### src/rtl/fifo_pkg.sv
// Shared definitions for the synchronous FIFO.
//   cnt_w(depth) : width of the occupancy counter, holds 0..depth inclusive
//   ptr_w(depth) : width of a read/write pointer, indexes 0..depth-1
//   DEF_*        : default parameter values used by the FIFO modules
package fifo_pkg;

    localparam int DEF_WIDTH     = 8;
    localparam int DEF_DEPTH     = 16;
    // almost_full defaults to DEPTH minus this margin
    localparam int DEF_AF_MARGIN = 2;
    localparam int DEF_AE_LEVEL  = 2;

    function automatic int ptr_w(input int depth);
        return $clog2(depth);
    endfunction

    // One extra bit so that count == depth is representable.
    function automatic int cnt_w(input int depth);
        return $clog2(depth) + 1;
    endfunction

endpackage

### src/rtl/fifo_ram.sv
// FIFO storage: WIDTH x DEPTH, one synchronous write port, one
// asynchronous read port, no reset (contents are don't-care after reset).
// Ports:
//   clk   - clock
//   we    - write enable (already qualified by the controller)
//   waddr - write address
//   wdata - write data
//   raddr - read address
//   rdata - read data, combinational from raddr
module fifo_ram import fifo_pkg::*; #(
    parameter int WIDTH = DEF_WIDTH,
    parameter int DEPTH = DEF_DEPTH
) (
    input  logic                      clk,
    input  logic                      we,
    input  logic [ptr_w(DEPTH)-1:0]   waddr,
    input  logic [WIDTH-1:0]          wdata,
    input  logic [ptr_w(DEPTH)-1:0]   raddr,
    output logic [WIDTH-1:0]          rdata
);

    logic [WIDTH-1:0] mem [DEPTH];

    always_ff @(posedge clk) begin
        if (we) mem[waddr] <= wdata;
    end

    // Read sees the pre-edge contents, so a simultaneous read/write at
    // full (same address) returns the old head as required.
    assign rdata = mem[raddr];

endmodule

### src/rtl/fifo_sync_param.sv
// Parameterised single-clock FIFO with registered count/flags and
// one-cycle overflow/underflow pulses.
// Optional macro FIFO_FWFT_EN: first-word-fall-through output
// (head visible whenever not empty, 0 while empty). Undefined: data_out
// is registered and updates on the edge that accepts a read.
// Ports:
//   clk, rst        - clock, synchronous active-high reset
//   we, re          - write / read requests
//   data_in         - write data
//   data_out        - read data
//   full, empty     - count == DEPTH / count == 0
//   almost_full     - count >= AF_LEVEL
//   almost_empty    - count <= AE_LEVEL
//   count           - occupancy 0..DEPTH
//   overflow        - pulse: write rejected on previous edge
//   underflow       - pulse: read rejected on previous edge
module fifo_sync_param import fifo_pkg::*; #(
    parameter int WIDTH    = DEF_WIDTH,
    parameter int DEPTH    = DEF_DEPTH,
    parameter int AF_LEVEL = DEPTH - DEF_AF_MARGIN,
    parameter int AE_LEVEL = DEF_AE_LEVEL
) (
    input  logic                      clk,
    input  logic                      rst,
    input  logic                      we,
    input  logic                      re,
    input  logic [WIDTH-1:0]          data_in,
    output logic [WIDTH-1:0]          data_out,
    output logic                      full,
    output logic                      empty,
    output logic                      almost_full,
    output logic                      almost_empty,
    output logic [cnt_w(DEPTH)-1:0]   count,
    output logic                      overflow,
    output logic                      underflow
);

    localparam int PW = ptr_w(DEPTH);
    localparam int CW = cnt_w(DEPTH);

    logic [PW-1:0]    wr_ptr, rd_ptr;
    logic [CW-1:0]    cnt_nxt;
    logic [WIDTH-1:0] rd_data;
    logic             wr_acc, rd_acc;

    // A write at full is still taken when a read frees the slot this edge.
    assign wr_acc  = we && (!full || re);
    assign rd_acc  = re && !empty;
    assign cnt_nxt = count + CW'(wr_acc) - CW'(rd_acc);

    fifo_ram #(
        .WIDTH (WIDTH),
        .DEPTH (DEPTH)
    ) u_ram (
        .clk   (clk),
        .we    (wr_acc),
        .waddr (wr_ptr),
        .wdata (data_in),
        .raddr (rd_ptr),
        .rdata (rd_data)
    );

    // Flags are registered off the next count so they line up with count.
    always_ff @(posedge clk) begin
        if (rst) begin
            wr_ptr       <= '0;
            rd_ptr       <= '0;
            count        <= '0;
            full         <= 1'b0;
            empty        <= 1'b1;
            almost_full  <= 1'b0;
            almost_empty <= 1'b1;
            overflow     <= 1'b0;
            underflow    <= 1'b0;
        end else begin
            // DEPTH is a power of two, so natural pointer overflow wraps.
            if (wr_acc) wr_ptr <= wr_ptr + PW'(1);
            if (rd_acc) rd_ptr <= rd_ptr + PW'(1);
            count        <= cnt_nxt;
            full         <= (cnt_nxt == CW'(DEPTH));
            empty        <= (cnt_nxt == '0);
            almost_full  <= (cnt_nxt >= CW'(AF_LEVEL));
            almost_empty <= (cnt_nxt <= CW'(AE_LEVEL));
            overflow     <= we && full && !re;
            underflow    <= re && empty;
        end
    end

`ifdef FIFO_FWFT_EN
    // empty and rd_ptr are registered, so this is glitch-free head data.
    assign data_out = empty ? '0 : rd_data;
`else
    logic [WIDTH-1:0] dout_q;

    always_ff @(posedge clk) begin
        if (rst)         dout_q <= '0;
        else if (rd_acc) dout_q <= rd_data;
    end

    assign data_out = dout_q;
`endif

endmodule

### config.mk
export PLATFORM = sky130hd
export DESIGN_NAME = fifo_sync_param
export DESIGN_NICKNAME = d
export VERILOG_FILES = /design/src/rtl/fifo_pkg.sv /design/src/rtl/fifo_ram.sv /design/src/rtl/fifo_sync_param.sv
export SDC_FILE = /design/constraint.sdc
export NUM_CORES = 1
export LEC_CHECK = 0
export CAP_MARGIN = 30
export CORE_MARGIN = 2
export CORE_UTILIZATION = 55
export DETAILED_ROUTE_END_ITERATION = 10
export GPL_TIMING_DRIVEN = 0
export PLACE_DENSITY = 0.74
export SETUP_SLACK_MARGIN = 0.02
export SYNTH_ARGS = -nofsm -noshare
export SYNTH_HDL_FRONTEND = slang
export SYNTH_SLANG_ARGS = --single-unit
### constraint.sdc
create_clock -name clk -period 3.1 [get_ports clk]
set_input_delay 0.62 -clock clk [delete_from_list [all_inputs] [get_ports clk]]
set_output_delay 0.62 -clock clk [all_outputs]
set_load 0.01 [all_outputs]
==> flow_results.xml, run 1 <==
<?xml version="1.0" encoding="UTF-8"?>
<metrics>
  <group name="setup_path">
    <metric name="cp_num_buf_inv" unit="">3</metric>
    <metric name="path_cells" unit="">clkdlybuf4s50_1 -&gt; nand2b_1 -&gt; and2_2 -&gt; inv_1 -&gt; ha_1 -&gt; inv_1 -&gt; ha_1 -&gt; fa_1 -&gt; a21o_1 -&gt; a21oi_2 -&gt; xnor2_2 -&gt; a41o_1</metric>
    <metric name="critical_path_required" unit="ps">3510</metric>
    <metric name="crit_cells" unit="">12</metric>
    <metric name="timing.setup.critical_path_class" unit="">input pin to flop</metric>
    <metric name="timing.critical_path.arrival" unit="ps">3400</metric>
    <metric name="crit-reg2reg-capture" unit="">empty$_SDFF_PP1_</metric>
    <metric name="critical_path.slowest_cell" unit="">sky130_fd_sc_hd__clkdlybuf4s50_1</metric>
    <metric name="ff2ff_path_depth" unit="">11</metric>
    <metric name="setup.worst_path.end" unit="">empty$_SDFF_PP1_</metric>
    <metric name="timing.critical_path.fanout_max" unit="">6</metric>
    <metric name="worstSetupEndpointType" unit="">flop</metric>
    <metric name="crit-reg2reg-launch" unit="">full$_SDFF_PP0_</metric>
    <metric name="worst_setup_path_start_kind" unit="">input pin</metric>
    <metric name="cpPeakStageDelay" unit="ps">490</metric>
    <metric name="cp_top_family" unit="">adder cells</metric>
    <metric name="ff2ff_setup_slack" unit="ps">440</metric>
    <metric name="startpoint" unit="">re</metric>
  </group>
  <group name="sta">
    <metric name="grt_setup_unrepaired" unit="">no</metric>
    <metric name="min_period" unit="ps">2990</metric>
    <metric name="fin_worst_skew" unit="ps">19.8</metric>
    <metric name="finalSetupViolations" unit="">0</metric>
    <metric name="slew_headroom" unit="%">47.9</metric>
    <metric name="worst-slew-pin-transition" unit="ps">778</metric>
    <metric name="maxClockFrequency" unit="MHz">334</metric>
    <metric name="timing.final.crit_share" unit="%">96.6</metric>
    <metric name="report.final.hold_viol_count" unit="">0</metric>
    <metric name="final_max_slew_viol_count" unit="">0</metric>
  </group>
  <group name="cts">
    <metric name="clock_insertion_delay_worst_skew" unit="ps">530</metric>
    <metric name="cts_root_buf" unit="">sky130_fd_sc_hd__clkbuf_8</metric>
    <metric name="clock_path_buffers" unit="">2</metric>
    <metric name="ctsHtreeMaxLevel" unit="">4</metric>
    <metric name="cts_made_buffers" unit="">17</metric>
    <metric name="worst_setup_hold_path_clk_slew" unit="ps">60</metric>
    <metric name="cts_tree" unit="">done</metric>
    <metric name="tritoncts_num_sinks" unit="">155</metric>
    <metric name="post-cts-setup-buffers" unit="">0</metric>
  </group>
  <group name="pwr">
    <metric name="vdd_drop_max" unit="uV">433</metric>
    <metric name="pwr_density_cell" unit="nW/um^2">757</metric>
    <metric name="power.leakage" unit="uW">0.00235</metric>
  </group>
  <group name="synthesis">
    <metric name="syn_area_per_cell" unit="um^2">17.0</metric>
    <metric name="synth.area.top_cells" unit="">sky130_fd_sc_hd__edfxtp_1, sky130_fd_sc_hd__dfxtp_1, sky130_fd_sc_hd__mux2i_1</metric>
    <metric name="syn_nets" unit="">383</metric>
    <metric name="synthArstFlopShare" unit="%">0</metric>
    <metric name="mappedNetlistArea" unit="um^2">6110</metric>
    <metric name="synth_ff_type" unit="">sky130_fd_sc_hd__edfxtp_1</metric>
    <metric name="synth_top_area_share" unit="%">62.9</metric>
    <metric name="synthesis.instances" unit="">360</metric>
    <metric name="yosysUniqueCellTypes" unit="">35</metric>
    <metric name="synth-seq-cells" unit="">155</metric>
    <metric name="post_synthesis_sequential_area_ratio" unit="%">71.7</metric>
    <metric name="synth.largest_area_cell" unit="">sky130_fd_sc_hd__edfxtp_1</metric>
    <metric name="synth-edff-count" unit="">128</metric>
    <metric name="ys_warn_count" unit="">0</metric>
  </group>
  <group name="die">
    <metric name="die_width" unit="um">109</metric>
    <metric name="number_of_placement_rows" unit="">38</metric>
    <metric name="floorplan.io_pins" unit="">31</metric>
    <metric name="start_util" unit="%">56.4</metric>
    <metric name="fp.coreArea" unit="um^2">10800</metric>
    <metric name="fp.dieH" unit="um">109</metric>
    <metric name="die_area" unit="um^2">12000</metric>
  </group>
  <group name="final_layout">
    <metric name="layout-drive-gt1-share" unit="%">16.2</metric>
    <metric name="antenna-diode-count" unit="">0</metric>
    <metric name="area.growth.synth_to_final" unit="%">17.6</metric>
    <metric name="stdcell_count" unit="">565</metric>
    <metric name="postLayoutCellArea" unit="um^2">7190</metric>
    <metric name="nets" unit="">435</metric>
  </group>
  <group name="place">
    <metric name="port_buffers" unit="">30</metric>
    <metric name="numPlacedInstances" unit="">534</metric>
    <metric name="placed_area" unit="um^2">6620</metric>
    <metric name="hpwlAfterDp" unit="um">7770</metric>
    <metric name="finalWeightedCongestion" unit="">0.836</metric>
  </group>
  <group name="grt">
    <metric name="grt_start_max_net_pins" unit="">17</metric>
    <metric name="grt_pass1_wl" unit="um">18100</metric>
    <metric name="via_count_of_the_first_global_routing_pass" unit="">3260</metric>
    <metric name="grt_overflow" unit="">0</metric>
    <metric name="track_usage" unit="%">21.8</metric>
    <metric name="grt_antenna_before_repair" unit="">0</metric>
  </group>
  <group name="detailed_routing">
    <metric name="firstDrtPassIters" unit="">4</metric>
    <metric name="wire_length_per_cell" unit="um">20.9</metric>
    <metric name="routed-via-count" unit="">3257</metric>
    <metric name="detail_route_antenna_nets" unit="">0</metric>
    <metric name="route.final.wire_length" unit="um">11800</metric>
    <metric name="drt_drc_violations_left" unit="">0</metric>
    <metric name="first_iter_violations" unit="">240</metric>
    <metric name="vias_per_cell" unit="">5.76</metric>
  </group>
  <group name="hold_path">
    <metric name="min_path_type" unit="">flop to flop</metric>
    <metric name="min_from" unit="">data_out[7]$_SDFFE_PP0P_</metric>
  </group>
  <group name="run_status">
    <metric name="status" unit="">finished clean</metric>
  </group>
  <group name="run">
    <metric name="timing.max_cap.violations" unit="">0</metric>
  </group>
</metrics>
==> power breakdown <==
| part | switching, uW | leakage [uW] | internal [uW] |
|---|---|---|---|
| clock network | 843 | 0.000258 | 1080 |
| logic | 575 | 0.000711 | 506 |
| registers | 60.6 | 0.00138 | 2370 |
==> worst min path at each step <==
stage / end / slack (ps) / cells after the start
finish: data_out[7]$_SDFFE_PP0P_ / 490 / 2
global route: data_out[4]$_SDFFE_PP0P_ / 510 / 2
CTS: data_out[7]$_SDFFE_PP0P_ / 490 / 2
detailed placement: data_out[7]$_SDFFE_PP0P_ / 470 / 2
global placement: underflow$_SDFF_PP0_ / 460 / 2
floorplan: wr_ptr[1]$_SDFFE_PP0P_ / 480 / 2
==> flip-flops by register name, indices dropped and copies added, names as in the netlist <==
name,count
empty,1
overflow,1
almost_full,1
underflow,1
almost_empty,1
count,5
wr_ptr,4
rd_ptr,4
full,1
data_out,8
u_ram.mem,128
==> layout make-up <==
type | instances | area (um^2)
buffer | 19 | 116
timing repair buffer | 34 | 330
fill | 762 | 3650
tap | 140 | 175
inverter | 8 | 30.0
sequential | 155 | 4380
clock inverter | 13 | 133
multi-input combinational | 177 | 1600
clock buffer | 19 | 422
==> placed cells by master, fill, tap and decap left out, types with 2 or more instances in the layout <==
| cell | netlist | routed |
|---|---|---|
| sky130_fd_sc_hd__inv_1 | 8 | 8 |
| sky130_fd_sc_hd__nor2b_1 | 3 | 3 |
| sky130_fd_sc_hd__buf_2 | 6 | 6 |
| sky130_fd_sc_hd__a22oi_1 | 16 | 16 |
| sky130_fd_sc_hd__clkinvlp_4 | 0 | 4 |
| sky130_fd_sc_hd__edfxtp_1 | 128 | 128 |
| sky130_fd_sc_hd__nand3_1 | 3 | 3 |
| sky130_fd_sc_hd__nand2b_1 | 4 | 4 |
| sky130_fd_sc_hd__xor2_1 | 6 | 6 |
| sky130_fd_sc_hd__xnor2_2 | 0 | 2 |
| sky130_fd_sc_hd__a21oi_1 | 3 | 2 |
| sky130_fd_sc_hd__inv_6 | 0 | 5 |
| sky130_fd_sc_hd__a41o_1 | 2 | 2 |
| sky130_fd_sc_hd__dfxtp_1 | 27 | 27 |
| sky130_fd_sc_hd__o21ai_1 | 8 | 8 |
| sky130_fd_sc_hd__nand2_1 | 10 | 10 |
| sky130_fd_sc_hd__clkdlybuf4s50_1 | 0 | 30 |
| sky130_fd_sc_hd__clkbuf_1 | 4 | 5 |
| sky130_fd_sc_hd__a32oi_1 | 8 | 8 |
| sky130_fd_sc_hd__nor2_1 | 26 | 26 |
| sky130_fd_sc_hd__nor3_1 | 4 | 4 |
| sky130_fd_sc_hd__clkinv_4 | 0 | 2 |
| sky130_fd_sc_hd__buf_4 | 4 | 8 |
| sky130_fd_sc_hd__buf_1 | 3 | 3 |
| sky130_fd_sc_hd__buf_6 | 3 | 3 |
| sky130_fd_sc_hd__ha_1 | 10 | 10 |
| sky130_fd_sc_hd__xnor2_1 | 4 | 2 |
| sky130_fd_sc_hd__mux2i_1 | 41 | 41 |
| sky130_fd_sc_hd__a21o_1 | 2 | 2 |
| sky130_fd_sc_hd__clkbuf_16 | 0 | 16 |
| sky130_fd_sc_hd__mux4_2 | 16 | 16 |
==> cell usage after synthesis (6+ instances only) <==
cell and instances:
sky130_fd_sc_hd__a22oi_1 16, sky130_fd_sc_hd__a32oi_1 8, sky130_fd_sc_hd__buf_2 6, sky130_fd_sc_hd__dfxtp_1 27
sky130_fd_sc_hd__edfxtp_1 128, sky130_fd_sc_hd__ha_1 10, sky130_fd_sc_hd__inv_1 8, sky130_fd_sc_hd__mux2i_1 41
sky130_fd_sc_hd__mux4_2 16, sky130_fd_sc_hd__nand2_1 10, sky130_fd_sc_hd__nor2_1 26, sky130_fd_sc_hd__o21ai_1 8
sky130_fd_sc_hd__xor2_1 6
==> per-layer routing <==
metal  track usage [%]  wire [um]  up-vias
met5                 0          0        -
met4              8.59        185        0
met3              5.69        569       15
met2              34.6       5930      111
met1              29.2       5140     1627
li1                  -          -     1504
==> cell families (layout without fill, tap and decap cells) <==
group | Yosys count | after routing | synth area share, %
compound gates | 40 | 40 | 4.69
buf+inv | 28 | 93 | 2.46
mux | 57 | 57 | 12.6
flops | 155 | 155 | 71.7
fa+ha+maj | 11 | 11 | 2.37
xor+xnor | 10 | 10 | 1.43
simple gates | 59 | 59 | 4.73
==> metrics by stage <==
step	hold slack [ps]	utilization, %	setup slack [ps]	total power (uW)	TNS, ps
6_report	487	66.3	106	5440	0
5_1_grt	514	66.3	32.2	5640	0
4_1_cts	486	66.1	45.7	5410	0
3_5_place_dp	469	61.1	-612	3500	-3340
3_3_place_gp	459	60.8	-531	3460	-6360
2_1_floorplan	477	-	247	3120	0
==> timing repair <==
item	in CTS	in global routing
endpoints found under the hold margin	0	0
hold buffers	0	0
gates resized for setup	0	4
setup endpoints to repair	4	4
==> worst register-to-register path, cell delays in order, from the launching register on <==
cell and delay (ps):
sky130_fd_sc_hd__dfxtp_1 320, sky130_fd_sc_hd__nand2b_1 140, sky130_fd_sc_hd__and2_2 230, sky130_fd_sc_hd__inv_1 100
sky130_fd_sc_hd__ha_1 300, sky130_fd_sc_hd__inv_1 40, sky130_fd_sc_hd__ha_1 210, sky130_fd_sc_hd__fa_1 430
sky130_fd_sc_hd__a21o_1 200, sky130_fd_sc_hd__a21oi_2 200, sky130_fd_sc_hd__xnor2_2 140, sky130_fd_sc_hd__a41o_1 260
Note: power is estimated with default switching activity, not from simulation.
==> inputs of run 2 (changes only) <==
--- a/config.mk
+++ b/config.mk
@@ -9,7 +9,6 @@
 export CORE_MARGIN = 2
 export CORE_UTILIZATION = 55
 export DETAILED_ROUTE_END_ITERATION = 10
-export GPL_TIMING_DRIVEN = 0
 export PLACE_DENSITY = 0.74
 export SETUP_SLACK_MARGIN = 0.02
 export SYNTH_ARGS = -nofsm -noshare
==> flow_results.xml, run 2 (synthesized netlist as in run 1, its figures left out) <==
<?xml version="1.0" encoding="UTF-8"?>
<metrics>
  <group name="run_status">
    <metric name="status" unit="">finished clean</metric>
  </group>
  <group name="die">
    <metric name="die_area" unit="um^2">12000</metric>
    <metric name="fp.coreArea" unit="um^2">10800</metric>
    <metric name="floorplan.io_pins" unit="">31</metric>
    <metric name="start_util" unit="%">56.4</metric>
    <metric name="die_width" unit="um">109</metric>
    <metric name="fp.dieH" unit="um">109</metric>
    <metric name="number_of_placement_rows" unit="">38</metric>
  </group>
  <group name="cts">
    <metric name="cts_root_buf" unit="">sky130_fd_sc_hd__clkbuf_8</metric>
    <metric name="clock_path_buffers" unit="">2</metric>
    <metric name="post-cts-setup-buffers" unit="">0</metric>
    <metric name="cts_tree" unit="">done</metric>
    <metric name="tritoncts_num_sinks" unit="">155</metric>
    <metric name="ctsHtreeMaxLevel" unit="">4</metric>
    <metric name="cts_made_buffers" unit="">17</metric>
    <metric name="count_of_cells_resized_by_post_cts_repair" unit="">0</metric>
    <metric name="clock_insertion_delay_worst_skew" unit="ps">520</metric>
    <metric name="postCtsHoldBufs" unit="">0</metric>
    <metric name="worst_setup_hold_path_clk_slew" unit="ps">60</metric>
  </group>
  <group name="grt">
    <metric name="track_usage" unit="%">20.9</metric>
    <metric name="grt_start_max_net_pins" unit="">52</metric>
    <metric name="grt_antenna_before_repair" unit="">0</metric>
    <metric name="grt_pass1_wl" unit="um">17500</metric>
    <metric name="via_count_of_the_first_global_routing_pass" unit="">3193</metric>
    <metric name="grt_overflow" unit="">0</metric>
  </group>
  <group name="pwr">
    <metric name="p_int" unit="uW">3910</metric>
    <metric name="power.leakage" unit="uW">0.00237</metric>
    <metric name="clockPowerShare" unit="%">34.6</metric>
    <metric name="share_comb_of_total_power" unit="%">19.0</metric>
    <metric name="finalPower" unit="uW">5260</metric>
    <metric name="power.switching" unit="uW">1350</metric>
    <metric name="proportion_of_power_drawn_by_flip_flops_and_latches" unit="%">46.4</metric>
    <metric name="pwr_density_cell" unit="nW/um^2">731</metric>
    <metric name="sw_frac_of_total" unit="%">25.7</metric>
    <metric name="vdd_drop_max" unit="uV">417</metric>
  </group>
  <group name="detailed_routing">
    <metric name="route.final.wire_length" unit="um">11500</metric>
    <metric name="wire_length_per_cell" unit="um">20.2</metric>
    <metric name="firstDrtPassIters" unit="">5</metric>
    <metric name="routed-via-count" unit="">3221</metric>
    <metric name="first_iter_violations" unit="">228</metric>
    <metric name="drt_drc_violations_left" unit="">0</metric>
    <metric name="detail_route_antenna_nets" unit="">0</metric>
    <metric name="vias_per_cell" unit="">5.67</metric>
  </group>
  <group name="run">
    <metric name="timing.max_cap.violations" unit="">0</metric>
  </group>
  <group name="sta">
    <metric name="worst-slew-pin-transition" unit="ps">686</metric>
    <metric name="final_max_slew_viol_count" unit="">0</metric>
    <metric name="maxClockFrequency" unit="MHz">364</metric>
    <metric name="report.final.hold_viol_count" unit="">0</metric>
    <metric name="slew_headroom" unit="%">54.1</metric>
    <metric name="grt_setup_unrepaired" unit="">no</metric>
    <metric name="fin_worst_skew" unit="ps">6.42</metric>
    <metric name="finalSetupViolations" unit="">0</metric>
    <metric name="timing.final.crit_share" unit="%">88.6</metric>
    <metric name="final_critical_path_setup_slack" unit="ps">353</metric>
    <metric name="min_period" unit="ps">2750</metric>
  </group>
  <group name="final_layout">
    <metric name="layout_commonest_cell" unit="">sky130_fd_sc_hd__edfxtp_1</metric>
    <metric name="area.growth.synth_to_final" unit="%">17.8</metric>
    <metric name="stdcell_count" unit="">568</metric>
    <metric name="largest_reg_flops" unit="">128</metric>
    <metric name="antenna-diode-count" unit="">0</metric>
    <metric name="nets" unit="">438</metric>
    <metric name="layout_common_cells" unit="">sky130_fd_sc_hd__edfxtp_1, sky130_fd_sc_hd__mux2i_1, sky130_fd_sc_hd__clkdlybuf4s50_1, sky130_fd_sc_hd__nor2_1, sky130_fd_sc_hd__dfxtp_1</metric>
    <metric name="layout-drive-gt1-share" unit="%">17.1</metric>
    <metric name="most_flop_heavy_register" unit="">u_ram.mem</metric>
    <metric name="n_fill_cell" unit="">736</metric>
  </group>
  <group name="setup_path">
    <metric name="cp_num_buf_inv" unit="">4</metric>
    <metric name="worst_setup_path_start_kind" unit="">input pin</metric>
    <metric name="ff2ff_path_depth" unit="">11</metric>
    <metric name="path_cells" unit="">clkdlybuf4s50_1 -&gt; nand2b_1 -&gt; and2_1 -&gt; inv_1 -&gt; ha_1 -&gt; inv_1 -&gt; ha_1 -&gt; fa_1 -&gt; buf_4 -&gt; xnor2_1 -&gt; nand2_1 -&gt; nor4b_2</metric>
    <metric name="crit_cells" unit="">12</metric>
    <metric name="worstSetupEndpointType" unit="">flop</metric>
    <metric name="critical_path_required" unit="ps">3530</metric>
    <metric name="cpPeakStageDelay" unit="ps">470</metric>
    <metric name="timing.critical_path.fanout_max" unit="">5</metric>
    <metric name="timing.setup.critical_path_class" unit="">input pin to flop</metric>
    <metric name="cp_top_family" unit="">adder cells</metric>
    <metric name="critical_path.slowest_cell" unit="">sky130_fd_sc_hd__clkdlybuf4s50_1</metric>
    <metric name="timing.critical_path.arrival" unit="ps">3180</metric>
  </group>
  <group name="place">
    <metric name="place_ws" unit="ps">-182</metric>
    <metric name="port_buffers" unit="">30</metric>
    <metric name="hpwlAfterDp" unit="um">7330</metric>
    <metric name="numPlacedInstances" unit="">536</metric>
    <metric name="finalWeightedCongestion" unit="">0.796</metric>
  </group>
  <group name="hold_path">
    <metric name="min_path_type" unit="">flop to flop</metric>
    <metric name="hold_path_depth" unit="">2</metric>
  </group>
</metrics>
[run 2: changes by cell type in the layout (fill, tap and decap cells not counted), moves of 3 or more]
cell | previous run | this run
sky130_fd_sc_hd__buf_2 | 6 | 0
sky130_fd_sc_hd__inv_6 | 5 | 2
sky130_fd_sc_hd__buf_1 | 3 | 0
sky130_fd_sc_hd__clkinv_2 | 0 | 4
sky130_fd_sc_hd__buf_6 | 3 | 0
sky130_fd_sc_hd__buf_4 | 8 | 25
[run 2: metrics by stage]
step | hold WS [ps] | instance area, um^2 | TNS (ps) | util [%]
detailed placement | 471 | 6680 | -484 | 61.6
floorplan | 477 | 6110 | 0 | -
finish | 492 | 7200 | 0 | 66.5
CTS | 486 | 7200 | 0 | 66.5
global placement | 459 | 6680 | -142 | 61.6
global route | 517 | 7200 | 0 | 66.5
[run 2: worst reg2reg max path, stage by stage, from the launching register on]
cell                       delay [ps]
sky130_fd_sc_hd__dfxtp_1          340
sky130_fd_sc_hd__nand2b_1         100
sky130_fd_sc_hd__and2_1           150
sky130_fd_sc_hd__inv_1             60
sky130_fd_sc_hd__ha_1             270
sky130_fd_sc_hd__inv_1             40
sky130_fd_sc_hd__ha_1             190
sky130_fd_sc_hd__fa_1             400
sky130_fd_sc_hd__buf_4            150
sky130_fd_sc_hd__xnor2_1          330
sky130_fd_sc_hd__nand2_1          120
sky130_fd_sc_hd__nor4b_2          260
[run 2: final timing paths]
check,startpoint,endpoint,slack [ps]
worst min register to register,data_out[7]$_SDFFE_PP0P_,data_out[7]$_SDFFE_PP0P_,490
worst min-delay path,data_out[7]$_SDFFE_PP0P_,data_out[7]$_SDFFE_PP0P_,490
worst max register to register,full$_SDFF_PP0_,full$_SDFF_PP0_,610
worst max-delay path,re,full$_SDFF_PP0_,350
[run 2: power groups by stage]
stage | Clock (uW) | Combinational, uW | Sequential (uW)
floorplan | 0 | 623 | 2500
global placement | 0 | 976 | 2480
detailed placement | 0 | 1000 | 2490
CTS | 1860 | 1010 | 2440
global route | 1950 | 1100 | 2450
finish | 1820 | 999 | 2440
[run 2: area by class of cell]
| type | instances | area, um^2 | share of cell area [%] |
|---|---|---|---|
| Sequential cell | 155 | 4390 | 60.9 |
| Multi-Input combinational cell | 177 | 1580 | 21.9 |
| Timing Repair Buffer | 56 | 508 | 7.05 |
| Clock buffer | 21 | 429 | 5.96 |
| Tap cell | 140 | 175 | 2.43 |
| Clock inverter | 11 | 97.6 | 1.35 |
| Inverter | 8 | 30.0 | 0.417 |
[run 2: metal layers]
layer	vias to the layer above	global-route usage [%]	share of wire, %
li1	1501	-	-
met2	71	33.2	50
met4	0	7.32	1.5
met3	13	5.69	4.0
met1	1636	28.0	44
met5	-	0	0
